$ cat src/rtl/timer_pkg.sv
// Shared types and BCD helpers for the H:M:S timer sequencer.
package timer_pkg;

  typedef enum logic [1:0] {
    ST_IDLE  = 2'd0,
    ST_RUN   = 2'd1,
    ST_PAUSE = 2'd2,
    ST_DONE  = 2'd3
  } state_e;

  localparam logic [7:0] BCD_MAX_MS = 8'h59;
  localparam logic [7:0] BCD_MAX_H  = 8'h23;

  // Both digits decimal and the packed value within the field limit.
  function automatic logic bcd_valid(input logic [7:0] v, input logic [7:0] max);
    return (v[7:4] <= 4'd9) && (v[3:0] <= 4'd9) && (v <= max);
  endfunction

  function automatic logic prog_valid(input logic [7:0] h, input logic [7:0] m,
                                      input logic [7:0] s);
    return bcd_valid(h, BCD_MAX_H) && bcd_valid(m, BCD_MAX_MS) &&
           bcd_valid(s, BCD_MAX_MS) && ({h, m, s} != 24'h0);
  endfunction

endpackage

$ cat src/rtl/bcd_hms_counter.sv
// Packed-BCD H:M:S counter with clear, load and single-second step (up or down).
module bcd_hms_counter
  import timer_pkg::*;
#(
  parameter bit DOWN = 1'b0
) (
  input  logic       clock,
  input  logic       reset,
  input  logic       clr_i,
  input  logic       load_i,
  input  logic [7:0] load_h_i,
  input  logic [7:0] load_m_i,
  input  logic [7:0] load_s_i,
  input  logic       step_i,
  output logic [7:0] h_o,
  output logic [7:0] m_o,
  output logic [7:0] s_o
);

  logic [7:0] h_q, m_q, s_q;
  logic [7:0] h_d, m_d, s_d;
  logic [8:0] h_nx, m_nx, s_nx;

  // Result is {carry/borrow, next value}.
  function automatic logic [8:0] bcd_inc(input logic [7:0] v, input logic [7:0] max);
    if (v == max)            return {1'b1, 8'h00};
    else if (v[3:0] == 4'd9) return {1'b0, v[7:4] + 4'd1, 4'd0};
    else                     return {1'b0, v[7:4], v[3:0] + 4'd1};
  endfunction

  function automatic logic [8:0] bcd_dec(input logic [7:0] v, input logic [7:0] max);
    if (v == 8'h00)          return {1'b1, max};
    else if (v[3:0] == 4'd0) return {1'b0, v[7:4] - 4'd1, 4'd9};
    else                     return {1'b0, v[7:4], v[3:0] - 4'd1};
  endfunction

  always_comb begin
    s_nx = DOWN ? bcd_dec(s_q, BCD_MAX_MS) : bcd_inc(s_q, BCD_MAX_MS);
    m_nx = DOWN ? bcd_dec(m_q, BCD_MAX_MS) : bcd_inc(m_q, BCD_MAX_MS);
    h_nx = DOWN ? bcd_dec(h_q, BCD_MAX_H)  : bcd_inc(h_q, BCD_MAX_H);
  end

  always_comb begin
    h_d = h_q;
    m_d = m_q;
    s_d = s_q;
    if (clr_i) begin
      h_d = 8'h00;
      m_d = 8'h00;
      s_d = 8'h00;
    end else if (load_i) begin
      h_d = load_h_i;
      m_d = load_m_i;
      s_d = load_s_i;
    end else if (step_i) begin
      s_d = s_nx[7:0];
      if (s_nx[8]) begin
        m_d = m_nx[7:0];
        if (m_nx[8]) h_d = h_nx[7:0];
      end
    end
  end

  always_ff @(posedge clock) begin
    if (reset) begin
      h_q <= 8'h00;
      m_q <= 8'h00;
      s_q <= 8'h00;
    end else begin
      h_q <= h_d;
      m_q <= m_d;
      s_q <= s_d;
    end
  end

  assign h_o = h_q;
  assign m_o = m_q;
  assign s_o = s_q;

endmodule

$ cat src/rtl/timer_sequencer.sv
// H:M:S timer with run/pause/done FSM, one-second prescaler and timed alarm.
// Define COUNTDOWN_EN to count down from the program to 00:00:00 instead of up.
module timer_sequencer
  import timer_pkg::*;
#(
  parameter int TICK_DIV   = 100000000,
  parameter int ALARM_SECS = 10
) (
  input  logic       clock,
  input  logic       reset,
  input  logic       start,
  input  logic       pause,
  input  logic       clear,
  input  logic [7:0] prog_h,
  input  logic [7:0] prog_m,
  input  logic [7:0] prog_s,
  output logic [7:0] count_h,
  output logic [7:0] count_m,
  output logic [7:0] count_s,
  output logic [1:0] state,
  output logic       fin,
  output logic       alarm
);

  localparam int PW = (TICK_DIV > 1) ? $clog2(TICK_DIV) : 1;
  localparam int AW = $clog2(ALARM_SECS + 1);
  localparam logic [PW-1:0] PRESC_LAST = PW'(TICK_DIV - 1);
  localparam logic [AW-1:0] ALARM_LAST = AW'(ALARM_SECS - 1);

  state_e        state_q, state_d;
  logic [PW-1:0] presc_q, presc_d;
  logic [AW-1:0] alarm_cnt_q, alarm_cnt_d;
  logic [7:0]    prog_h_q, prog_m_q, prog_s_q;
  logic [7:0]    prog_h_d, prog_m_d, prog_s_d;
  logic          fin_q, fin_d, alarm_q, alarm_d;

  logic          tick, accept, at_term;
  logic          cnt_clr, cnt_load, cnt_step;
  logic [7:0]    load_h, load_m, load_s;
  logic [23:0]   term;

`ifdef COUNTDOWN_EN
  localparam bit COUNT_DOWN = 1'b1;
  assign load_h = prog_h;
  assign load_m = prog_m;
  assign load_s = prog_s;
  assign term   = 24'h000000;
`else
  localparam bit COUNT_DOWN = 1'b0;
  assign load_h = 8'h00;
  assign load_m = 8'h00;
  assign load_s = 8'h00;
  assign term   = {prog_h_q, prog_m_q, prog_s_q};
`endif

  bcd_hms_counter #(.DOWN(COUNT_DOWN)) u_cnt (
    .clock    (clock),
    .reset    (reset),
    .clr_i    (cnt_clr),
    .load_i   (cnt_load),
    .load_h_i (load_h),
    .load_m_i (load_m),
    .load_s_i (load_s),
    .step_i   (cnt_step),
    .h_o      (count_h),
    .m_o      (count_m),
    .s_o      (count_s)
  );

  assign tick    = ((state_q == ST_RUN) || (state_q == ST_DONE)) && (presc_q == PRESC_LAST);
  assign accept  = start && ((state_q == ST_IDLE) || (state_q == ST_DONE)) &&
                   prog_valid(prog_h, prog_m, prog_s);
  assign at_term = ({count_h, count_m, count_s} == term);

  always_comb begin
    state_d     = state_q;
    presc_d     = presc_q;
    alarm_cnt_d = alarm_cnt_q;
    prog_h_d    = prog_h_q;
    prog_m_d    = prog_m_q;
    prog_s_d    = prog_s_q;
    fin_d       = fin_q;
    alarm_d     = alarm_q;
    cnt_clr     = 1'b0;
    cnt_load    = 1'b0;
    cnt_step    = 1'b0;

    if ((state_q == ST_RUN) || (state_q == ST_DONE))
      presc_d = tick ? '0 : presc_q + PW'(1);

    if (clear) begin
      state_d     = ST_IDLE;
      presc_d     = '0;
      alarm_cnt_d = '0;
      fin_d       = 1'b0;
      alarm_d     = 1'b0;
      cnt_clr     = 1'b1;
    end else if (accept) begin
      state_d     = ST_RUN;
      presc_d     = '0;
      alarm_cnt_d = '0;
      prog_h_d    = prog_h;
      prog_m_d    = prog_m;
      prog_s_d    = prog_s;
      fin_d       = 1'b0;
      alarm_d     = 1'b0;
      cnt_load    = 1'b1;
    end else begin
      unique case (state_q)
        ST_RUN: begin
          // Restart the prescaler on entry so DONE sees whole alarm seconds.
          if (at_term) begin
            state_d     = ST_DONE;
            presc_d     = '0;
            alarm_cnt_d = '0;
            fin_d       = 1'b1;
            alarm_d     = 1'b1;
          end else begin
            cnt_step = tick;
            if (pause) state_d = ST_PAUSE;
          end
        end
        ST_PAUSE: begin
          if (pause) state_d = ST_RUN;
        end
        ST_DONE: begin
          if (tick) begin
            if (alarm_cnt_q == ALARM_LAST) begin
              state_d     = ST_IDLE;
              alarm_cnt_d = '0;
              fin_d       = 1'b0;
              alarm_d     = 1'b0;
            end else begin
              alarm_cnt_d = alarm_cnt_q + AW'(1);
            end
          end
        end
        default: ;
      endcase
    end
  end

  always_ff @(posedge clock) begin
    if (reset) begin
      state_q     <= ST_IDLE;
      presc_q     <= '0;
      alarm_cnt_q <= '0;
      prog_h_q    <= 8'h00;
      prog_m_q    <= 8'h00;
      prog_s_q    <= 8'h00;
      fin_q       <= 1'b0;
      alarm_q     <= 1'b0;
    end else begin
      state_q     <= state_d;
      presc_q     <= presc_d;
      alarm_cnt_q <= alarm_cnt_d;
      prog_h_q    <= prog_h_d;
      prog_m_q    <= prog_m_d;
      prog_s_q    <= prog_s_d;
      fin_q       <= fin_d;
      alarm_q     <= alarm_d;
    end
  end

  assign state = state_q;
  assign fin   = fin_q;
  assign alarm = alarm_q;

endmodule

$ cat config.mk
export PLATFORM = sky130hd
export DESIGN_NAME = timer_sequencer
export DESIGN_NICKNAME = d
export VERILOG_FILES = /design/src/rtl/timer_pkg.sv /design/src/rtl/bcd_hms_counter.sv /design/src/rtl/timer_sequencer.sv
export SDC_FILE = /design/constraint.sdc
export NUM_CORES = 1
export LEC_CHECK = 0
export BUFFER_PORTS_ARGS = -buffer_cell sky130_fd_sc_hd__buf_2
export CAP_MARGIN = 10
export CORE_MARGIN = 2
export CORE_UTILIZATION = 45
export CTS_BUF_LIST = sky130_fd_sc_hd__clkbuf_2
export CTS_CLUSTER_SIZE = 14
export DETAILED_ROUTE_END_ITERATION = 16
export MAX_ROUTING_LAYER = met4
export PLACE_DENSITY_LB_ADDON = 0.3
export SYNTH_ARGS = -nofsm -noshare
export SYNTH_HDL_FRONTEND = slang
export SYNTH_SLANG_ARGS = --single-unit
$ cat constraint.sdc
create_clock -name clock -period 3 [get_ports clock]
set_input_delay 0.15 -clock clock [delete_from_list [all_inputs] [get_ports clock]]
set_output_delay 0.15 -clock clock [all_outputs]
set_load 0.05 [all_outputs]
==> flow_summary.ini <==
[outcome]
run_status = completed

[clocking]
cts_resized = 0
cts_tree = built
h-tree-depth = 3
numClockSinks = 82
clockBufferDepth = 2
insertion_delay_ns = 0.54
clk_pin_slew_ns = 0.25
numCtsBuffers = 9
cts-root-buf = clkbuf_2

[worst_setup_path]
endpoint_kind = register
crit_buf_inv = 0
startpoint_type = register
cpPeakStageDelay_ns = 0.59
crit_arrival_ns = 3.14
startpoint = presc_q[12]
cp_top_family = simple AND/OR/NAND/NOR gates
slowest_stage = or4_1
path_class = register to register
path_cells = or4_1, nor4_1, and4_4, nand4b_4, or4_1, a21oi_1
worst-path-max-fanout = 22
timing.critical_path.mode_cell = or4_1
timing.rr.start = presc_q[12]
worst_ep_required_time_ns = 3.50

[placed_design]
dpl_cell_area_sq_um = 4670
portBuffers = 56
pre_cts_slack_ns = 0.383
hpwl_um = 7440
dp_cells = 666
place_congestion = 0.873

[timing]
slew_violations = 0
relSlewSlack = 0.628
finalSetupViolCount = 0
clock_skew_ns = 0.0436
rsz0062_at_grt = no
hold_viol_final = 0
finalWorstSetupSlack_ns = 0.356
clock.fmax_ghz = 0.378
min_period_over_period = 0.881
period_minus_slack_ns = 2.64
fin_setup_tns_ns = 0
tightestPinTransition_ns = 0.556

[yosys]
yosysMostFrequentCell = dfxtp_1
ys_ff_latch = 82
syn-cell-area_sq_um = 4280
synth_cells = 492
synth.largest_area_cell = dfxtp_1
avgSynthCellArea_sq_um = 8.69
async_flop_share = 0
yosys-top-cells-count = 82 x dfxtp_1, 67 x nor2_1, 45 x xor2_1
synth-main-ff-cell = dfxtp_1
synth_top_area_frac = 0.384
yosysSeqAreaShare = 0.384
ys_top_cells_by_area = dfxtp_1 38%, xor2_1 9.2%, nor2_1 5.9%
synth_cell_types = 56
synth-edff-count = 0
ys_warn_count = 0
syn_nets = 540

[pwr]
power.density_nw_per_um2 = 354
p_leak_uw = 0.00224
peakVddDrop_uv = 206

[layout]
utilization = 0.542
insertedDiodeCount = 0
finalNonFillerCells = 705
drive_gt1_frac = 0.153
final_net_count = 619
final.fill_count = 827
post-route-cell-area_sq_um = 5010
area_delta_synth_final_pct = 17.2

[routing]
vias = 3858
drcViolationCount = 0
final_antenna_net_count = 0
wl_per_cell_um = 14.9
vias_per_cell = 5.47
drt_first_pass_iters = 5
first_iter_violations = 205
routed_wl_um = 10500

[floorplan]
core_sq_um = 9240
initial_core_util = 0.463
dieArea_sq_um = 10300
boundaryPins = 57
rows = 35
die_w_um = 101
die_h_um = 101

[job]
cap_viol_max_count = 0

[hold_path]
hold_path.class = input port to register
hold_start = reset

[grt]
antenna_found_initial = 0
grt_usage = 0.219
grt_remaining_overflow = 0
grt_start_max_net_pins = 26
grt_pass1_vias = 3666
grt_pass1_wl_um = 17400
## where the power goes
part	switching [uW]	total [uW]	internal, uW	leakage [uW]
Combinational	47.0	90.9	43.9	0.00151
Clock	398	588	190	0.0000674
Sequential	0.307	1090	1090	0.000660
Total	446	1770	1330	0.00224
## per-layer routing
metal | track usage | share of wire | up-vias
met2 | 0.347 | 0.47 | 102
met3 | 0.0428 | 0.044 | 21
met4 | 0.0728 | 0.018 | 0
li1 | - | - | 1906
met5 | - | 0 | -
met1 | 0.281 | 0.47 | 1829
## worst register-to-register path: cells and delay by family (launching register included)
kind,cells,cell delay [ns]
AO/OA/AOI/OAI,1,0.15
flip-flops,1,0.39
AND/OR/NAND/NOR,5,2.09
## cell families after synthesis
family / share of synthesized area
simple gates: 0.276
flops: 0.384
compound gates: 0.0890
xor+xnor: 0.104
buf+inv: 0.0395
mux: 0.0515
fa+ha+maj: 0.0556
## layout make-up
class	count	area, sq um	share of cell area
Clock inverter	7	67.6	0.0135
Inverter	16	60.1	0.0120
Timing Repair Buffer	87	571	0.114
Sequential cell	82	1640	0.328
Tap cell	129	161	0.0322
Clock buffer	9	45.0	0.00899
Multi-Input combinational cell	375	2460	0.492
## state kept, by name, indices dropped and copies added, names as in the netlist
signal / flops
u_cnt.h_o: 8
state: 2
alarm: 1
presc_q: 27
prog_m_q: 8
u_cnt.m_o: 8
prog_s_q: 8
prog_h_q: 8
alarm_cnt_q: 4
u_cnt.s_o: 8
## per-stage QoR
stage	hold WS, ns	power [uW]
after global routing	0.0343	1830
after global placement	0.403	1180
final	0.0695	1770
after detailed placement	0.425	1180
after floorplan	0.294	1140
after CTS	0.00209	1780
## what timing repair did
| action | CTS | global route |
|---|---|---|
| hold buffers | 23 | 0 |
| setup buffers | 0 | 0 |
| endpoints found under the hold margin | 22 | 0 |
## path summary, 6_finish.rpt
check,to,slack [ns],cells after the start
worst max-delay path,u_cnt.m_o[5],0.36,6
worst min-delay path,state[0],0.07,4
worst max register to register,u_cnt.m_o[5],0.36,6
worst min register to register,alarm_cnt_q[3],0.51,2
## cell usage in the layout (no fill, tap or decap), drive strengths merged, types with 15 or more instances in the layout
cell type    count
nand3           23
o21ai           22
ha              19
nor2            67
a21oi           19
nand2           36
dfxtp           82
dlygate4sd3     23
buf             64
mux2i           22
inv             17
xor2            45
nand4           15
(Power assumes the default switching activity.)
